`config.mk`:
```
export PLATFORM = sky130hd
export DESIGN_NAME = pwm_cmd_scheduler
export DESIGN_NICKNAME = d
export VERILOG_FILES = /design/src/rtl/pwm_sched_pkg.sv /design/src/rtl/pwm_shadow_reg.sv /design/src/rtl/pwm_cmd_scheduler.sv
export SDC_FILE = /design/constraint.sdc
export NUM_CORES = 1
export LEC_CHECK = 0
export BUFFER_PORTS_ARGS = -buffer_cell sky130_fd_sc_hd__buf_4
export CAP_MARGIN = 15
export CORE_MARGIN = 2
export CORE_UTILIZATION = 56
export DETAILED_ROUTE_END_ITERATION = 7
export GPL_TIMING_DRIVEN = 0
export PLACE_DENSITY = 0.77
export RECOVER_POWER = 25
export SYNTH_ARGS = -nofsm -noshare
export SYNTH_HDL_FRONTEND = slang
export SYNTH_SLANG_ARGS = --single-unit
```
`constraint.sdc`:
```
create_clock -name clk -period 2.4 [get_ports clk]
set_input_delay 0.36 -clock clk [delete_from_list [all_inputs] [get_ports clk]]
set_output_delay 0.36 -clock clk [all_outputs]
set_load 0.01 [all_outputs]
```
`src/rtl/pwm_sched_pkg.sv`:
```
// Shared constants, state encoding and command-field helpers for the PWM command scheduler.
package pwm_sched_pkg;

  localparam int unsigned DATA_W   = 16;
  localparam int unsigned FIELD_W  = 8;
  localparam int unsigned DUTY_MSB = 15;
  localparam int unsigned DUTY_LSB = 8;
  localparam int unsigned PER_MSB  = 7;
  localparam int unsigned PER_LSB  = 0;

  typedef enum logic [2:0] {
    IDLE,
    POP,
    CAPTURE,
    CHECK,
    COMMIT
  } sched_state_e;

  function automatic logic [FIELD_W-1:0] cmd_duty(input logic [DATA_W-1:0] cmd);
    return cmd[DUTY_MSB:DUTY_LSB];
  endfunction

  function automatic logic [FIELD_W-1:0] cmd_period(input logic [DATA_W-1:0] cmd);
    return cmd[PER_MSB:PER_LSB];
  endfunction

  // A command is usable when the period is non-zero and duty fits inside it.
  function automatic logic cmd_valid(input logic [DATA_W-1:0] cmd);
    return (cmd_period(cmd) != '0) && (cmd_duty(cmd) <= cmd_period(cmd));
  endfunction

endpackage

```
`src/rtl/pwm_shadow_reg.sv`:
```
// Per-channel shadow/active configuration pair; shadow moves to active only at a period boundary.
module pwm_shadow_reg
  import pwm_sched_pkg::*;
(
  input  logic               clk,
  input  logic               rst,
  input  logic               wr_en,
  input  logic [DATA_W-1:0]  wr_data,
  input  logic               period_end,
  output logic [FIELD_W-1:0] duty,
  output logic [FIELD_W-1:0] period,
  output logic               pending,
  output logic               enable
);

  logic [DATA_W-1:0] shadow;

  // Apply takes priority; a write is only accepted while nothing is pending.
  always_ff @(posedge clk) begin
    if (!rst) begin
      shadow  <= '0;
      pending <= 1'b0;
      duty    <= '0;
      period  <= '0;
      enable  <= 1'b0;
    end else if (period_end && pending) begin
      duty    <= cmd_duty(shadow);
      period  <= cmd_period(shadow);
      pending <= 1'b0;
      enable  <= 1'b1;
    end else if (wr_en && !pending) begin
      shadow  <= wr_data;
      pending <= 1'b1;
    end
  end

endmodule

```
`src/rtl/pwm_cmd_scheduler.sv`:
```
// Pops command words from the FIFO, validates them and hands them round-robin to PWM channels.
module pwm_cmd_scheduler
  import pwm_sched_pkg::*;
#(
  parameter int unsigned NUM_CH = 4,
  parameter int unsigned ERR_W  = 8
) (
  input  logic                        clk,
  input  logic                        rst,
  input  logic                        fifo_empty,
  output logic                        fifo_read_enable,
  input  logic [DATA_W-1:0]           fifo_data,
  input  logic [NUM_CH-1:0]           pwm_period_end,
  output logic [NUM_CH*FIELD_W-1:0]   duty_out,
  output logic [NUM_CH*FIELD_W-1:0]   period_out,
  output logic [NUM_CH-1:0]           ch_enable,
  output logic                        busy,
  output logic [ERR_W-1:0]            err_count
);

  localparam int unsigned PTR_W = (NUM_CH > 1) ? $clog2(NUM_CH) : 1;

  sched_state_e       state;
  logic [DATA_W-1:0]  cmd_reg;
  logic [PTR_W-1:0]   ch_ptr;
  logic [NUM_CH-1:0]  pending;
  logic [NUM_CH-1:0]  wr_en;

  // Commit strobe to the selected channel, held off while its shadow is still pending.
  always_comb begin
    wr_en = '0;
    if (state == COMMIT && !pending[ch_ptr]) begin
      wr_en[ch_ptr] = 1'b1;
    end
  end

  always_ff @(posedge clk) begin
    if (!rst) begin
      state            <= IDLE;
      fifo_read_enable <= 1'b0;
      busy             <= 1'b0;
      cmd_reg          <= '0;
      ch_ptr           <= '0;
      err_count        <= '0;
    end else begin
      fifo_read_enable <= 1'b0;
      case (state)
        IDLE: begin
          if (!fifo_empty) begin
            state            <= POP;
            fifo_read_enable <= 1'b1;
            busy             <= 1'b1;
          end
        end
        POP: begin
          state <= CAPTURE;
        end
        CAPTURE: begin
          cmd_reg <= fifo_data;
          state   <= CHECK;
        end
        CHECK: begin
          if (cmd_valid(cmd_reg)) begin
            state <= COMMIT;
          end else begin
            if (err_count != '1) begin
              err_count <= err_count + ERR_W'(1);
            end
            state <= IDLE;
            busy  <= 1'b0;
          end
        end
        COMMIT: begin
          if (!pending[ch_ptr]) begin
            ch_ptr <= (ch_ptr == PTR_W'(NUM_CH - 1)) ? '0 : ch_ptr + PTR_W'(1);
            state  <= IDLE;
            busy   <= 1'b0;
          end
        end
        default: begin
          state <= IDLE;
          busy  <= 1'b0;
        end
      endcase
    end
  end

  for (genvar n = 0; n < NUM_CH; n++) begin : g_ch
    pwm_shadow_reg u_shadow (
      .clk        (clk),
      .rst        (rst),
      .wr_en      (wr_en[n]),
      .wr_data    (cmd_reg),
      .period_end (pwm_period_end[n]),
      .duty       (duty_out[n*FIELD_W +: FIELD_W]),
      .period     (period_out[n*FIELD_W +: FIELD_W]),
      .pending    (pending[n]),
      .enable     (ch_enable[n])
    );
  end

endmodule

```
==> metrics.txt, run 1 <==
# TYPE chip_impl_metric gauge
chip_impl_metric{name="routed_wl",unit="mm"} 16.5
chip_impl_metric{name="cts_post_setup_buffers_inserted",unit=""} 0
chip_impl_metric{name="cts-buffers-inserted",unit=""} 17
chip_impl_metric{name="power.density",unit="nW/um^2"} 747
chip_impl_metric{name="vdd.ir_drop.worst",unit="mV"} 0.490
chip_impl_info{name="hp-class",value="input port to flop"} 1
chip_impl_info{name="worstSetupPathType",value="flop to flop"} 1
chip_impl_metric{name="count_of_buffer_and_inverter_cells_on_the_critical_path",unit=""} 1
chip_impl_metric{name="avgViaCountPerCell",unit=""} 5.30
chip_impl_metric{name="finalCriticalPeriod",unit="ns"} 2.34
chip_impl_metric{name="net_count_after_synthesis",unit=""} 822
chip_impl_info{name="critical_path_sink_type",value="flop"} 1
chip_impl_metric{name="synth_xor_xnor_area_share",unit="%"} 0.264
chip_impl_metric{name="final_hold_viol_count",unit=""} 0
chip_impl_metric{name="largest_register_ffs",unit=""} 64
chip_impl_metric{name="detail_route.first_pass.iterations",unit=""} 6
chip_impl_metric{name="design.die.area",unit="um^2"} 12700
chip_impl_metric{name="syn_area_per_cell",unit="um^2"} 8.44
chip_impl_metric{name="synthesis.area",unit="um^2"} 6630
chip_impl_metric{name="synth_edf_count",unit=""} 0
chip_impl_info{name="setup.worst_path.start_class",value="flop"} 1
chip_impl_metric{name="dr.first_iter.drc_count",unit=""} 358
chip_impl_info{name="layout_commonest_cell",value="sky130_fd_sc_hd__nand2_1"} 1
chip_impl_metric{name="hold_buffers",unit=""} 0
chip_impl_info{name="layout.cells.most_common_list",value="sky130_fd_sc_hd__nand2_1, sky130_fd_sc_hd__dfxtp_1, sky130_fd_sc_hd__a21boi_0, sky130_fd_sc_hd__clkbuf_1, sky130_fd_sc_hd__buf_4"} 1
chip_impl_info{name="worst_path_dominant_cell_family",value="flip-flops"} 1
chip_impl_metric{name="routedWlPerCell",unit="um"} 15.6
chip_impl_metric{name="timing.final.max_slew_violations",unit=""} 0
chip_impl_metric{name="fin_area",unit="um^2"} 7950
chip_impl_metric{name="vias",unit=""} 5613
chip_impl_metric{name="grt_remaining_overflow",unit=""} 0
chip_impl_metric{name="antenna_cells",unit=""} 0
chip_impl_metric{name="endpoint_required_time_on_the_critical_path",unit="ns"} 2.71
chip_impl_metric{name="groute.usage.overall",unit="%"} 25.7
chip_impl_metric{name="placement.cell_area",unit="um^2"} 7550
chip_impl_metric{name="cap_violations",unit=""} 0
chip_impl_info{name="cp_cell_sequence",value="inv_1 -> ha_1 -> and4_1 -> and4_1 -> a31oi_1 -> o21a_2 -> nand4_1 -> mux2i_1"} 1
chip_impl_metric{name="clk_path_buf_depth",unit=""} 2
chip_impl_metric{name="clock_transition_at_path_regs",unit="ns"} 0.06
chip_impl_metric{name="synthDistinctLibCells",unit=""} 38
chip_impl_metric{name="setup_viol",unit=""} 0
chip_impl_info{name="combinational_family_with_the_most_area_after_synthesis",value="simple AND/OR/NAND/NOR gates"} 1
chip_impl_metric{name="max_freq",unit="MHz"} 428
chip_impl_metric{name="placeableCoreArea",unit="um^2"} 11500
chip_impl_metric{name="maximum_number_of_pins_on_one_net_before_global_route_repair",unit=""} 17
chip_impl_metric{name="tightestPinTransition",unit="ns"} 0.830
chip_impl_info{name="max_flop_register",value="g_ch.u_shadow.shadow"} 1
chip_impl_metric{name="synth.ff_latch_count",unit=""} 167
chip_impl_metric{name="power.total",unit="uW"} 5940
chip_impl_info{name="cp_common_cell",value="sky130_fd_sc_hd__and4_1"} 1
chip_impl_metric{name="post_synth_fa_ha_maj_area_fraction",unit="%"} 2.45
chip_impl_metric{name="antenna_violating_nets_post_route",unit=""} 0
chip_impl_metric{name="synthArstFlopShare",unit="%"} 0
chip_impl_metric{name="critical_path_arrival",unit="ns"} 2.65
chip_impl_metric{name="syn_inst",unit=""} 786
chip_impl_metric{name="critical_path.max_fanout",unit=""} 9
chip_impl_metric{name="synthesis_to_layout_area_growth",unit="%"} 19.9
chip_impl_metric{name="drt_drc_violations_left",unit=""} 0
chip_impl_metric{name="leakage",unit="uW"} 0.00283
chip_impl_info{name="cpMaxStageDelayCell",value="sky130_fd_sc_hd__dfxtp_1"} 1
chip_impl_info{name="rsz0062_at_grt",value="no"} 1
chip_impl_metric{name="nets",unit=""} 939
chip_impl_metric{name="timing.final.crit_share",unit="%"} 97.4
chip_impl_metric{name="grt_antenna_before_repair",unit=""} 0
chip_impl_metric{name="initial_core_util",unit="%"} 57.8
chip_impl_metric{name="grt_pass1_wl",unit="mm"} 25.8
chip_impl_metric{name="buffer_ports.inserted",unit=""} 99
chip_impl_metric{name="synth_area_in_compound_gates",unit="%"} 18.7
chip_impl_metric{name="post_route_cells_drive_above_1_share",unit="%"} 10.9
chip_impl_metric{name="numClockSinks",unit=""} 167
chip_impl_metric{name="ys_seq_area_share",unit="%"} 50.4
chip_impl_metric{name="row_cnt",unit=""} 39
chip_impl_metric{name="die_w",unit="um"} 113
chip_impl_metric{name="die-height",unit="um"} 113
chip_impl_metric{name="finClkSkew",unit="ns"} 0.00679
chip_impl_info{name="cts-root-buf",value="sky130_fd_sc_hd__clkbuf_16"} 1
chip_impl_metric{name="synthesis.yosys.warnings",unit=""} 0
chip_impl_metric{name="num_io_pins",unit=""} 101
chip_impl_info{name="cts_tree",value="yes"} 1
chip_impl_metric{name="worstSkewPairLatency",unit="ns"} 0.42
chip_impl_info{name="status",value="finished, final reports clean"} 1
chip_impl_metric{name="htreeDepth",unit=""} 4
chip_impl_metric{name="critical_path.max_stage_delay",unit="ns"} 0.57
chip_impl_metric{name="maxSlewHeadroom",unit="%"} 44.2
chip_impl_info{name="top_regs",value="g_ch.u_shadow.shadow x64, g_ch.u_shadow.duty x32, g_ch.u_shadow.period x32"} 1
chip_impl_metric{name="synth_simple_gate_area_share",unit="%"} 22.6
chip_impl_metric{name="via_count_of_the_first_global_routing_pass",unit=""} 5271
chip_impl_metric{name="synth.mux.area_fraction",unit="%"} 1.25
chip_impl_info{name="dominantRegCellSynth",value="sky130_fd_sc_hd__dfxtp_1"} 1
chip_impl_metric{name="gp_routability_congestion",unit=""} 0.833
chip_impl_metric{name="detailed_place_hpwl",unit="mm"} 11.5
-- worst paths after layout --
check,startpoint,end,slack (ns),cells past startpoint
worst min register to register,g_ch[3].u_shadow.shadow[13],g_ch[3].u_shadow.shadow[13],0.46,2
worst max register to register,cmd_reg[7],err_count[6],0.06,8
worst max-delay path,cmd_reg[7],err_count[6],0.06,8
worst min-delay path,fifo_empty,state[0],0.14,2
-- layer usage --
layer  routed length (um)  GRT usage [%]  vias up  part of all wire, %
met5                    0              0        -                    0
met4                  281           8.70        0                  1.7
met3                 1140           5.25       26                  6.9
met2                 7910           43.0      182                   48
met1                 7150           33.4     2614                   43
li1                     -              -     2791                    -
-- Yosys cell counts (2+ instances only) --
cell | instances | area (um^2)
sky130_fd_sc_hd__nor2b_1 | 5 | 31.3
sky130_fd_sc_hd__o21a_1 | 6 | 45.0
sky130_fd_sc_hd__buf_2 | 8 | 40.0
sky130_fd_sc_hd__clkbuf_1 | 37 | 139
sky130_fd_sc_hd__o21ai_0 | 2 | 10.0
sky130_fd_sc_hd__nand3_1 | 2 | 10.0
sky130_fd_sc_hd__and2_1 | 5 | 31.3
sky130_fd_sc_hd__and4_1 | 2 | 17.5
sky130_fd_sc_hd__dfxtp_1 | 167 | 3340
sky130_fd_sc_hd__nand2_2 | 2 | 12.5
sky130_fd_sc_hd__xnor2_1 | 2 | 17.5
sky130_fd_sc_hd__nand2_1 | 312 | 1170
sky130_fd_sc_hd__or2_1 | 4 | 25.0
sky130_fd_sc_hd__inv_1 | 11 | 41.3
sky130_fd_sc_hd__nor2_2 | 2 | 12.5
sky130_fd_sc_hd__a21boi_1 | 40 | 300
sky130_fd_sc_hd__nand4_1 | 4 | 25.0
sky130_fd_sc_hd__a21boi_0 | 105 | 788
sky130_fd_sc_hd__nor3_1 | 3 | 15.0
sky130_fd_sc_hd__a21oi_1 | 10 | 50.1
sky130_fd_sc_hd__nand2b_1 | 5 | 31.3
sky130_fd_sc_hd__nor3b_1 | 2 | 15.0
sky130_fd_sc_hd__buf_6 | 3 | 33.8
sky130_fd_sc_hd__nor2_1 | 9 | 33.8
sky130_fd_sc_hd__ha_1 | 13 | 163
sky130_fd_sc_hd__nor2_4 | 2 | 22.5
sky130_fd_sc_hd__and3_1 | 3 | 18.8
sky130_fd_sc_hd__or4_1 | 2 | 15.0
sky130_fd_sc_hd__buf_4 | 4 | 30.0
sky130_fd_sc_hd__mux2i_1 | 6 | 60.1
-- final cells by class --
| class | instances | area [um^2] |
|---|---|---|
| plain buffers | 51 | 239 |
| clock buffers | 20 | 467 |
| clock inverters | 12 | 148 |
| fillers | 948 | 3520 |
| inverters | 11 | 41.3 |
| multi-input cells | 556 | 3000 |
| flip-flops and latches | 167 | 3350 |
| well taps | 143 | 179 |
| repair buffers | 99 | 526 |
-- power by group --
part	total (uW)	switching, uW	internal, uW
registers	2860	64.8	2800
logic	286	155	131
clock network	2790	1080	1710
-- metrics by stage --
step                cells  worst slack (ns)  hold WS, ns  util [%]  TNS, ns
floorplan             786             0.323        0.435         -        0
global placement     1028            -0.132        0.442      65.9   -0.685
detailed placement   1028            -0.151        0.447      65.9   -0.820
CTS                  1059            0.0261        0.131      71.2        0
global route         1059            0.0387        0.139      69.3        0
finish               1059            0.0627        0.142      69.3        0
-- timing repair --
action / 4_1_cts / 5_1_grt
resized for setup: 1 / 2
pin swaps: 0 / 0
endpoints found under the setup margin: 8 / 17
-- kinds of logic (layout without fill, tap and decap cells) --
family                     Yosys count  in the layout
and+or+nand+nor                    365            365
AOI/OAI and AO/OA                  169            169
DFF                                167            167
buffers and inverters               63            193
adders and majority gates           13             13
muxes                                7              7
xor gates and xnor gates             2              2
Note: power is estimated with default switching activity, not from simulation.
==> run 2, diff against run 1 <==
--- a/config.mk
+++ b/config.mk
@@ -7,12 +7,14 @@
 export LEC_CHECK = 0
 export BUFFER_PORTS_ARGS = -buffer_cell sky130_fd_sc_hd__buf_4
 export CAP_MARGIN = 15
+export CORE_ASPECT_RATIO = 1.4
 export CORE_MARGIN = 2
 export CORE_UTILIZATION = 56
 export DETAILED_ROUTE_END_ITERATION = 7
 export GPL_TIMING_DRIVEN = 0
 export PLACE_DENSITY = 0.77
 export RECOVER_POWER = 25
+export SKIP_LAST_GASP = 1
 export SYNTH_ARGS = -nofsm -noshare
 export SYNTH_HDL_FRONTEND = slang
 export SYNTH_SLANG_ARGS = --single-unit
==> constraint.sdc (replaced) <==
create_clock -name clk -period 2.4 [get_ports clk]
set_input_delay 0.36 -clock clk [delete_from_list [all_inputs] [get_ports clk]]
set_output_delay 0.36 -clock clk [all_outputs]
set_load 0.1 [all_outputs]
==> metrics.txt, run 2 (synthesis gave the netlist of run 1 again) <==
# TYPE chip_impl_metric gauge
chip_impl_info{name="status",value="finished, final reports clean"} 1
chip_impl_metric{name="reg2reg_depth",unit=""} 7
chip_impl_metric{name="design.die.area",unit="um^2"} 12700
chip_impl_info{name="setup.worst_path.start_class",value="flop"} 1
chip_impl_metric{name="drt_drc_violations_left",unit=""} 0
chip_impl_metric{name="avgViaCountPerCell",unit=""} 5.27
chip_impl_info{name="max_flop_register",value="g_ch.u_shadow.shadow"} 1
chip_impl_metric{name="finalCriticalPeriod",unit="ns"} 2.28
chip_impl_metric{name="reg2reg_setup_slack",unit="ns"} 0.12
chip_impl_metric{name="worstSkewPairLatency",unit="ns"} 0.42
chip_impl_metric{name="grt_antenna_before_repair",unit=""} 0
chip_impl_metric{name="critical_path.max_fanout",unit=""} 9
chip_impl_info{name="rsz0062_at_grt",value="no"} 1
chip_impl_metric{name="die_w",unit="um"} 96.0
chip_impl_info{name="top_regs",value="g_ch.u_shadow.shadow x64, g_ch.u_shadow.duty x32, g_ch.u_shadow.period x32"} 1
chip_impl_metric{name="finClkSkew",unit="ns"} 0.00810
chip_impl_metric{name="power.density",unit="nW/um^2"} 727
chip_impl_metric{name="timing.final.crit_share",unit="%"} 95.1
chip_impl_metric{name="die-height",unit="um"} 133
chip_impl_metric{name="timing.final.max_slew_violations",unit=""} 0
chip_impl_metric{name="routed_wl",unit="mm"} 16.3
chip_impl_metric{name="synthesis_to_layout_area_growth",unit="%"} 20.3
chip_impl_metric{name="htreeDepth",unit=""} 4
chip_impl_metric{name="detail_route.first_pass.iterations",unit=""} 5
chip_impl_metric{name="numClockSinks",unit=""} 167
chip_impl_metric{name="antenna_cells",unit=""} 0
chip_impl_info{name="global_route.peak_usage_layer",value="met2"} 1
chip_impl_metric{name="max_freq",unit="MHz"} 438
chip_impl_metric{name="vias",unit=""} 5606
chip_impl_metric{name="setup_total_negative_slack",unit="ns"} 0
chip_impl_metric{name="largest_register_ffs",unit=""} 64
chip_impl_metric{name="groute.layer.met1.usage",unit="%"} 31.6
chip_impl_metric{name="post_route_cells_drive_above_1_share",unit="%"} 13.0
chip_impl_info{name="layout_commonest_cell",value="sky130_fd_sc_hd__nand2_1"} 1
chip_impl_metric{name="leakage",unit="uW"} 0.00288
chip_impl_metric{name="dr.first_iter.drc_count",unit=""} 233
chip_impl_metric{name="tightestPinTransition",unit="ns"} 1.19
chip_impl_metric{name="clock_transition_at_path_regs",unit="ns"} 0.07
chip_impl_metric{name="via_count_of_the_first_global_routing_pass",unit=""} 5470
chip_impl_info{name="worstSetupPathType",value="flop to flop"} 1
chip_impl_metric{name="nets",unit=""} 939
chip_impl_metric{name="antenna_violating_nets_post_route",unit=""} 0
chip_impl_metric{name="buffer_ports.inserted",unit=""} 99
chip_impl_metric{name="cap_violations",unit=""} 0
chip_impl_metric{name="setup_viol",unit=""} 0
chip_impl_metric{name="maximum_number_of_pins_on_one_net_before_global_route_repair",unit=""} 17
chip_impl_metric{name="grt_remaining_overflow",unit=""} 0
chip_impl_metric{name="critical_path_arrival",unit="ns"} 2.60
chip_impl_metric{name="initial_core_util",unit="%"} 56.7
chip_impl_metric{name="endpoint_required_time_on_the_critical_path",unit="ns"} 2.72
chip_impl_info{name="hp-class",value="input port to flop"} 1
chip_impl_info{name="critical_register_to_register_path_startpoint",value="cmd_reg[14]"} 1
chip_impl_metric{name="grt_pass1_wl",unit="mm"} 26.2
chip_impl_metric{name="gp_routability_congestion",unit=""} 0.885
chip_impl_metric{name="placeableCoreArea",unit="um^2"} 11700
chip_impl_metric{name="num_io_pins",unit=""} 101
chip_impl_info{name="cts-root-buf",value="sky130_fd_sc_hd__clkbuf_16"} 1
chip_impl_metric{name="hold-worst-slack",unit="ns"} 0.156
chip_impl_info{name="worstHoldEndpoint",value="state[0]"} 1
chip_impl_info{name="min-delay-start",value="fifo_empty"} 1
chip_impl_info{name="layout.cells.most_common_list",value="sky130_fd_sc_hd__nand2_1, sky130_fd_sc_hd__dfxtp_1, sky130_fd_sc_hd__a21boi_0, sky130_fd_sc_hd__clkbuf_1, sky130_fd_sc_hd__buf_4"} 1
chip_impl_metric{name="vdd.ir_drop.worst",unit="mV"} 0.535
chip_impl_metric{name="grtUsageMet2",unit="%"} 47.1
chip_impl_metric{name="groute.usage.overall",unit="%"} 26.6
chip_impl_metric{name="row_cnt",unit=""} 47
chip_impl_metric{name="cts_post_setup_buffers_inserted",unit=""} 0
chip_impl_info{name="cts_tree",value="yes"} 1
chip_impl_metric{name="final_hold_viol_count",unit=""} 0
chip_impl_metric{name="whs_path_depth",unit=""} 2
chip_impl_metric{name="routedWlPerCell",unit="um"} 15.3
chip_impl_metric{name="globalRouteMet3Util",unit="%"} 5.52
chip_impl_info{name="crit-reg2reg-capture",value="err_count[3]"} 1
chip_impl_metric{name="maxSlewHeadroom",unit="%"} 21.3
chip_impl_metric{name="cts-buffers-inserted",unit=""} 17
chip_impl_metric{name="clk_path_buf_depth",unit=""} 2
chip_impl_info{name="critical_path_sink_type",value="flop"} 1
chip_impl_metric{name="detailed_place_hpwl",unit="mm"} 11.7
## run 2: cell type report
type / count / area, um^2
Timing Repair Buffer: 99 / 589
Tap cell: 147 / 184
Clock buffer: 21 / 470
Fill cell: 1004 / 3730
Clock inverter: 11 / 98.8
Buffer: 51 / 239
Inverter: 11 / 41.3
Sequential cell: 167 / 3350
Multi-Input combinational cell: 556 / 3000
## run 2: how the worst max path moves through the flow
stage                       from  cells after the start            to
finish               cmd_reg[14]                      7  err_count[3]
global route          cmd_reg[1]                      8  err_count[1]
CTS                   cmd_reg[7]                      8  err_count[3]
detailed placement    cmd_reg[7]                      9  err_count[3]
global placement      cmd_reg[7]                      9  err_count[3]
floorplan           err_count[0]                      7  err_count[6]
## run 2: metal layers
| layer | part of all wire [%] | wire length [um] | vias up |
|---|---|---|---|
| met5 | 0 | 0 | - |
| met4 | 2.2 | 364 | 0 |
| met3 | 5.5 | 891 | 29 |
| met2 | 52 | 8430 | 162 |
| met1 | 41 | 6610 | 2630 |
| li1 | - | - | 2785 |
## run 2: what timing repair did
action	CTS	global route
endpoints found under the setup margin	8	7
hold buffers	0	0
gates resized for setup	1	5
cloned	0	0
## run 2: power breakdown
group	switching, uW	total [uW]	internal (uW)
logic	190	322	132
registers	62.2	2860	2800
clock network	1110	2620	1510
total	1360	5800	4440
## run 2: critical path: stages (launching register included)
cell                      delay (ns)
sky130_fd_sc_hd__dfxtp_1        0.55
sky130_fd_sc_hd__ha_1           0.33
sky130_fd_sc_hd__and4_1         0.23
sky130_fd_sc_hd__and4_1         0.20
sky130_fd_sc_hd__a31oi_1        0.27
sky130_fd_sc_hd__o21a_2         0.29
sky130_fd_sc_hd__a21oi_1        0.10
sky130_fd_sc_hd__a31o_2         0.21
## run 2: stage by stage
stage	power [uW]	instance area (um^2)	std cells	setup WS [ns]	utilization (%)
2_1_floorplan	3110	6630	786	0.0773	-
6_report	5800	7980	1063	0.117	68.2
5_1_grt	5960	7980	1063	0.0465	68.2
4_1_cts	5810	8120	1063	0.0782	69.4
3_3_place_gp	3220	7560	1032	-0.0999	64.6
3_5_place_dp	3240	7560	1032	-0.167	64.6
==> run 3, diff against run 2 <==
--- a/config.mk
+++ b/config.mk
@@ -9,10 +9,10 @@
 export CAP_MARGIN = 15
 export CORE_ASPECT_RATIO = 1.4
 export CORE_MARGIN = 2
-export CORE_UTILIZATION = 56
+export CORE_UTILIZATION = 50
 export DETAILED_ROUTE_END_ITERATION = 7
 export GPL_TIMING_DRIVEN = 0
-export PLACE_DENSITY = 0.77
+export PLACE_DENSITY = 0.7
 export RECOVER_POWER = 25
 export SKIP_LAST_GASP = 1
 export SYNTH_ARGS = -nofsm -noshare
==> metrics.txt, run 3 (synthesis gave the netlist of run 1 again) <==
# TYPE chip_impl_metric gauge
chip_impl_metric{name="grt_pass1_wl",unit="mm"} 26.3
chip_impl_info{name="cts-root-buf",value="sky130_fd_sc_hd__clkbuf_16"} 1
chip_impl_info{name="crit-reg2reg-capture",value="err_count[3]"} 1
chip_impl_metric{name="post_layout_nonfiller_instances",unit=""} 1069
chip_impl_metric{name="final_hold_viol_count",unit=""} 0
chip_impl_metric{name="gp_routability_congestion",unit=""} 0.867
chip_impl_info{name="setup.worst_path.start_class",value="flop"} 1
chip_impl_metric{name="worstSkewPairLatency",unit="ns"} 0.43
chip_impl_info{name="cpMaxStageDelayCell",value="sky130_fd_sc_hd__dfxtp_1"} 1
chip_impl_metric{name="placement.cell_area",unit="um^2"} 7560
chip_impl_metric{name="initial_core_util",unit="%"} 51.5
chip_impl_metric{name="antenna_violating_nets_post_route",unit=""} 0
chip_impl_metric{name="reg2reg_setup_slack",unit="ns"} 0.09
chip_impl_metric{name="clock_transition_at_path_regs",unit="ns"} 0.07
chip_impl_metric{name="grt_antenna_before_repair",unit=""} 0
chip_impl_info{name="max_flop_register",value="g_ch.u_shadow.shadow"} 1
chip_impl_metric{name="hold-worst-slack",unit="ns"} 0.138
chip_impl_metric{name="power.total",unit="uW"} 5780
chip_impl_info{name="critical_path_sink_type",value="flop"} 1
chip_impl_info{name="hp-class",value="input port to flop"} 1
chip_impl_metric{name="finalCriticalPeriod",unit="ns"} 2.31
chip_impl_metric{name="numClockSinks",unit=""} 167
chip_impl_metric{name="max_freq",unit="MHz"} 432
chip_impl_metric{name="num_io_pins",unit=""} 101
chip_impl_metric{name="timing.final.max_slew_violations",unit=""} 0
chip_impl_metric{name="tightestPinTransition",unit="ns"} 1.18
chip_impl_metric{name="dr.first_iter.drc_count",unit=""} 258
chip_impl_info{name="global_route.peak_usage_layer",value="met2"} 1
chip_impl_metric{name="vias",unit=""} 5548
chip_impl_info{name="critical_register_to_register_path_startpoint",value="cmd_reg[5]"} 1
chip_impl_metric{name="avgViaCountPerCell",unit=""} 5.19
chip_impl_info{name="top_regs",value="g_ch.u_shadow.shadow x64, g_ch.u_shadow.duty x32, g_ch.u_shadow.period x32"} 1
chip_impl_metric{name="antenna_cells",unit=""} 0
chip_impl_metric{name="timing.final.crit_share",unit="%"} 96.4
chip_impl_info{name="worstSetupPathType",value="flop to flop"} 1
chip_impl_metric{name="maximum_number_of_pins_on_one_net_before_global_route_repair",unit=""} 17
chip_impl_metric{name="hold_buffers",unit=""} 0
chip_impl_metric{name="groute.layer.met1.usage",unit="%"} 28.5
chip_impl_metric{name="placeableCoreArea",unit="um^2"} 12900
chip_impl_metric{name="leakage",unit="uW"} 0.00287
chip_impl_info{name="status",value="finished, final reports clean"} 1
chip_impl_metric{name="routed_wl",unit="mm"} 16.5
chip_impl_metric{name="row_cnt",unit=""} 49
chip_impl_metric{name="die_w",unit="um"} 101
chip_impl_metric{name="routedWlPerCell",unit="um"} 15.5
chip_impl_metric{name="design.die.area",unit="um^2"} 14200
chip_impl_metric{name="detail_route.first_pass.iterations",unit=""} 5
chip_impl_metric{name="cts-buffers-inserted",unit=""} 17
chip_impl_metric{name="groute.usage.overall",unit="%"} 23.9
chip_impl_metric{name="htreeDepth",unit=""} 4
chip_impl_metric{name="vdd.ir_drop.worst",unit="mV"} 0.469
chip_impl_metric{name="synthesis_to_layout_area_growth",unit="%"} 20.4
chip_impl_info{name="rsz0062_at_grt",value="no"} 1
chip_impl_metric{name="endpoint_required_time_on_the_critical_path",unit="ns"} 2.73
chip_impl_metric{name="globalRouteMet3Util",unit="%"} 4.14
chip_impl_metric{name="whs_path_depth",unit=""} 2
chip_impl_metric{name="reg2reg_depth",unit=""} 8
chip_impl_metric{name="nets",unit=""} 939
chip_impl_metric{name="critical_path.max_fanout",unit=""} 9
chip_impl_metric{name="cap_violations",unit=""} 0
chip_impl_info{name="cp_cell_sequence",value="inv_1 -> ha_1 -> and4_1 -> and4_1 -> a31oi_1 -> o21a_2 -> a21oi_1 -> a31o_2"} 1
chip_impl_metric{name="critical_path.max_stage_delay",unit="ns"} 0.58
chip_impl_metric{name="fin_area",unit="um^2"} 7980
chip_impl_info{name="cp_common_cell",value="sky130_fd_sc_hd__and4_1"} 1
chip_impl_info{name="cts_tree",value="yes"} 1
chip_impl_metric{name="die-height",unit="um"} 140
chip_impl_info{name="layout_commonest_cell",value="sky130_fd_sc_hd__nand2_1"} 1
chip_impl_metric{name="drt_drc_violations_left",unit=""} 0
chip_impl_info{name="layout.cells.most_common_list",value="sky130_fd_sc_hd__nand2_1, sky130_fd_sc_hd__dfxtp_1, sky130_fd_sc_hd__a21boi_0, sky130_fd_sc_hd__clkbuf_1, sky130_fd_sc_hd__buf_4"} 1
chip_impl_info{name="worstHoldEndpoint",value="fifo_read_enable"} 1
chip_impl_info{name="min-delay-start",value="fifo_empty"} 1
chip_impl_metric{name="grt_remaining_overflow",unit=""} 0
chip_impl_metric{name="maxSlewHeadroom",unit="%"} 21.4
chip_impl_metric{name="post_route_cells_drive_above_1_share",unit="%"} 13.1
chip_impl_metric{name="clk_path_buf_depth",unit=""} 2
chip_impl_metric{name="via_count_of_the_first_global_routing_pass",unit=""} 5366
chip_impl_metric{name="largest_register_ffs",unit=""} 64
chip_impl_metric{name="grtUsageMet2",unit="%"} 42.4
chip_impl_metric{name="critical_path_arrival",unit="ns"} 2.64
chip_impl_metric{name="power.density",unit="nW/um^2"} 725
chip_impl_metric{name="finClkSkew",unit="ns"} 0.0106
chip_impl_metric{name="numPlacedInstances",unit=""} 1038
chip_impl_metric{name="buffer_ports.inserted",unit=""} 99
chip_impl_metric{name="setup_viol",unit=""} 0
chip_impl_metric{name="detailed_place_hpwl",unit="mm"} 11.8
[run 3: changes by cell type in the layout (fill, tap and decap cells not counted), sizes merged]
cell      previous run  this run
inv                 12        14
clkinvlp             3         4
buf                 73        74
clkbuf              98        94
[run 3: worst max-delay path: cells and delay by family (launching register included)]
kind	cells	cell delay [ns]
AOI/OAI and AO/OA	4	0.80
adders and majority gates	1	0.33
buffers and inverters	1	0.12
DFF	1	0.58
and+or+nand+nor	2	0.38
[run 3: repair_timing]
action	in CTS	in global routing
resized for setup	2	3
setup endpoints to repair	8	10
gates cloned	0	0
setup buffers	0	0
[run 3: through the flow]
stage / utilization (%) / worst slack [ns] / TNS [ns]
floorplan: - / 0.0773 / 0
global route: 62.0 / 0.00192 / 0
finish: 62.0 / 0.0853 / 0
detailed placement: 58.8 / -0.135 / -0.742
global placement: 58.8 / -0.135 / -0.724
CTS: 63.1 / 0.0111 / 0
[run 3: cell type report]
type,count,area [um^2]
Buffer,51,239
Sequential cell,167,3350
Fill cell,1169,4890
Tap cell,153,191
Timing Repair Buffer,99,593
Clock buffer,18,439
Clock inverter,14,124
Multi-Input combinational cell,556,3000
Inverter,11,41.3
[run 3: worst max-delay path by stage]
stage,startpoint,endpoint
finish,cmd_reg[5],err_count[3]
global route,cmd_reg[5],err_count[7]
CTS,cmd_reg[6],err_count[3]
detailed placement,cmd_reg[4],err_count[3]
global placement,cmd_reg[7],err_count[3]
floorplan,err_count[0],err_count[6]
[run 3: power breakdown]
part / total (uW) / internal, uW / switching, uW
combinational: 317 / 132 / 185
clock: 2600 / 1460 / 1150
sequential: 2860 / 2800 / 63.8
[run 3: routing by layer]
layer / part of all wire (%) / wire length (um) / vias to the layer above
met5: 0 / 0 / -
met4: 2.0 / 328 / 0
met3: 4.9 / 810 / 22
met2: 52 / 8670 / 156
met1: 41 / 6710 / 2582
li1: - / - / 2788
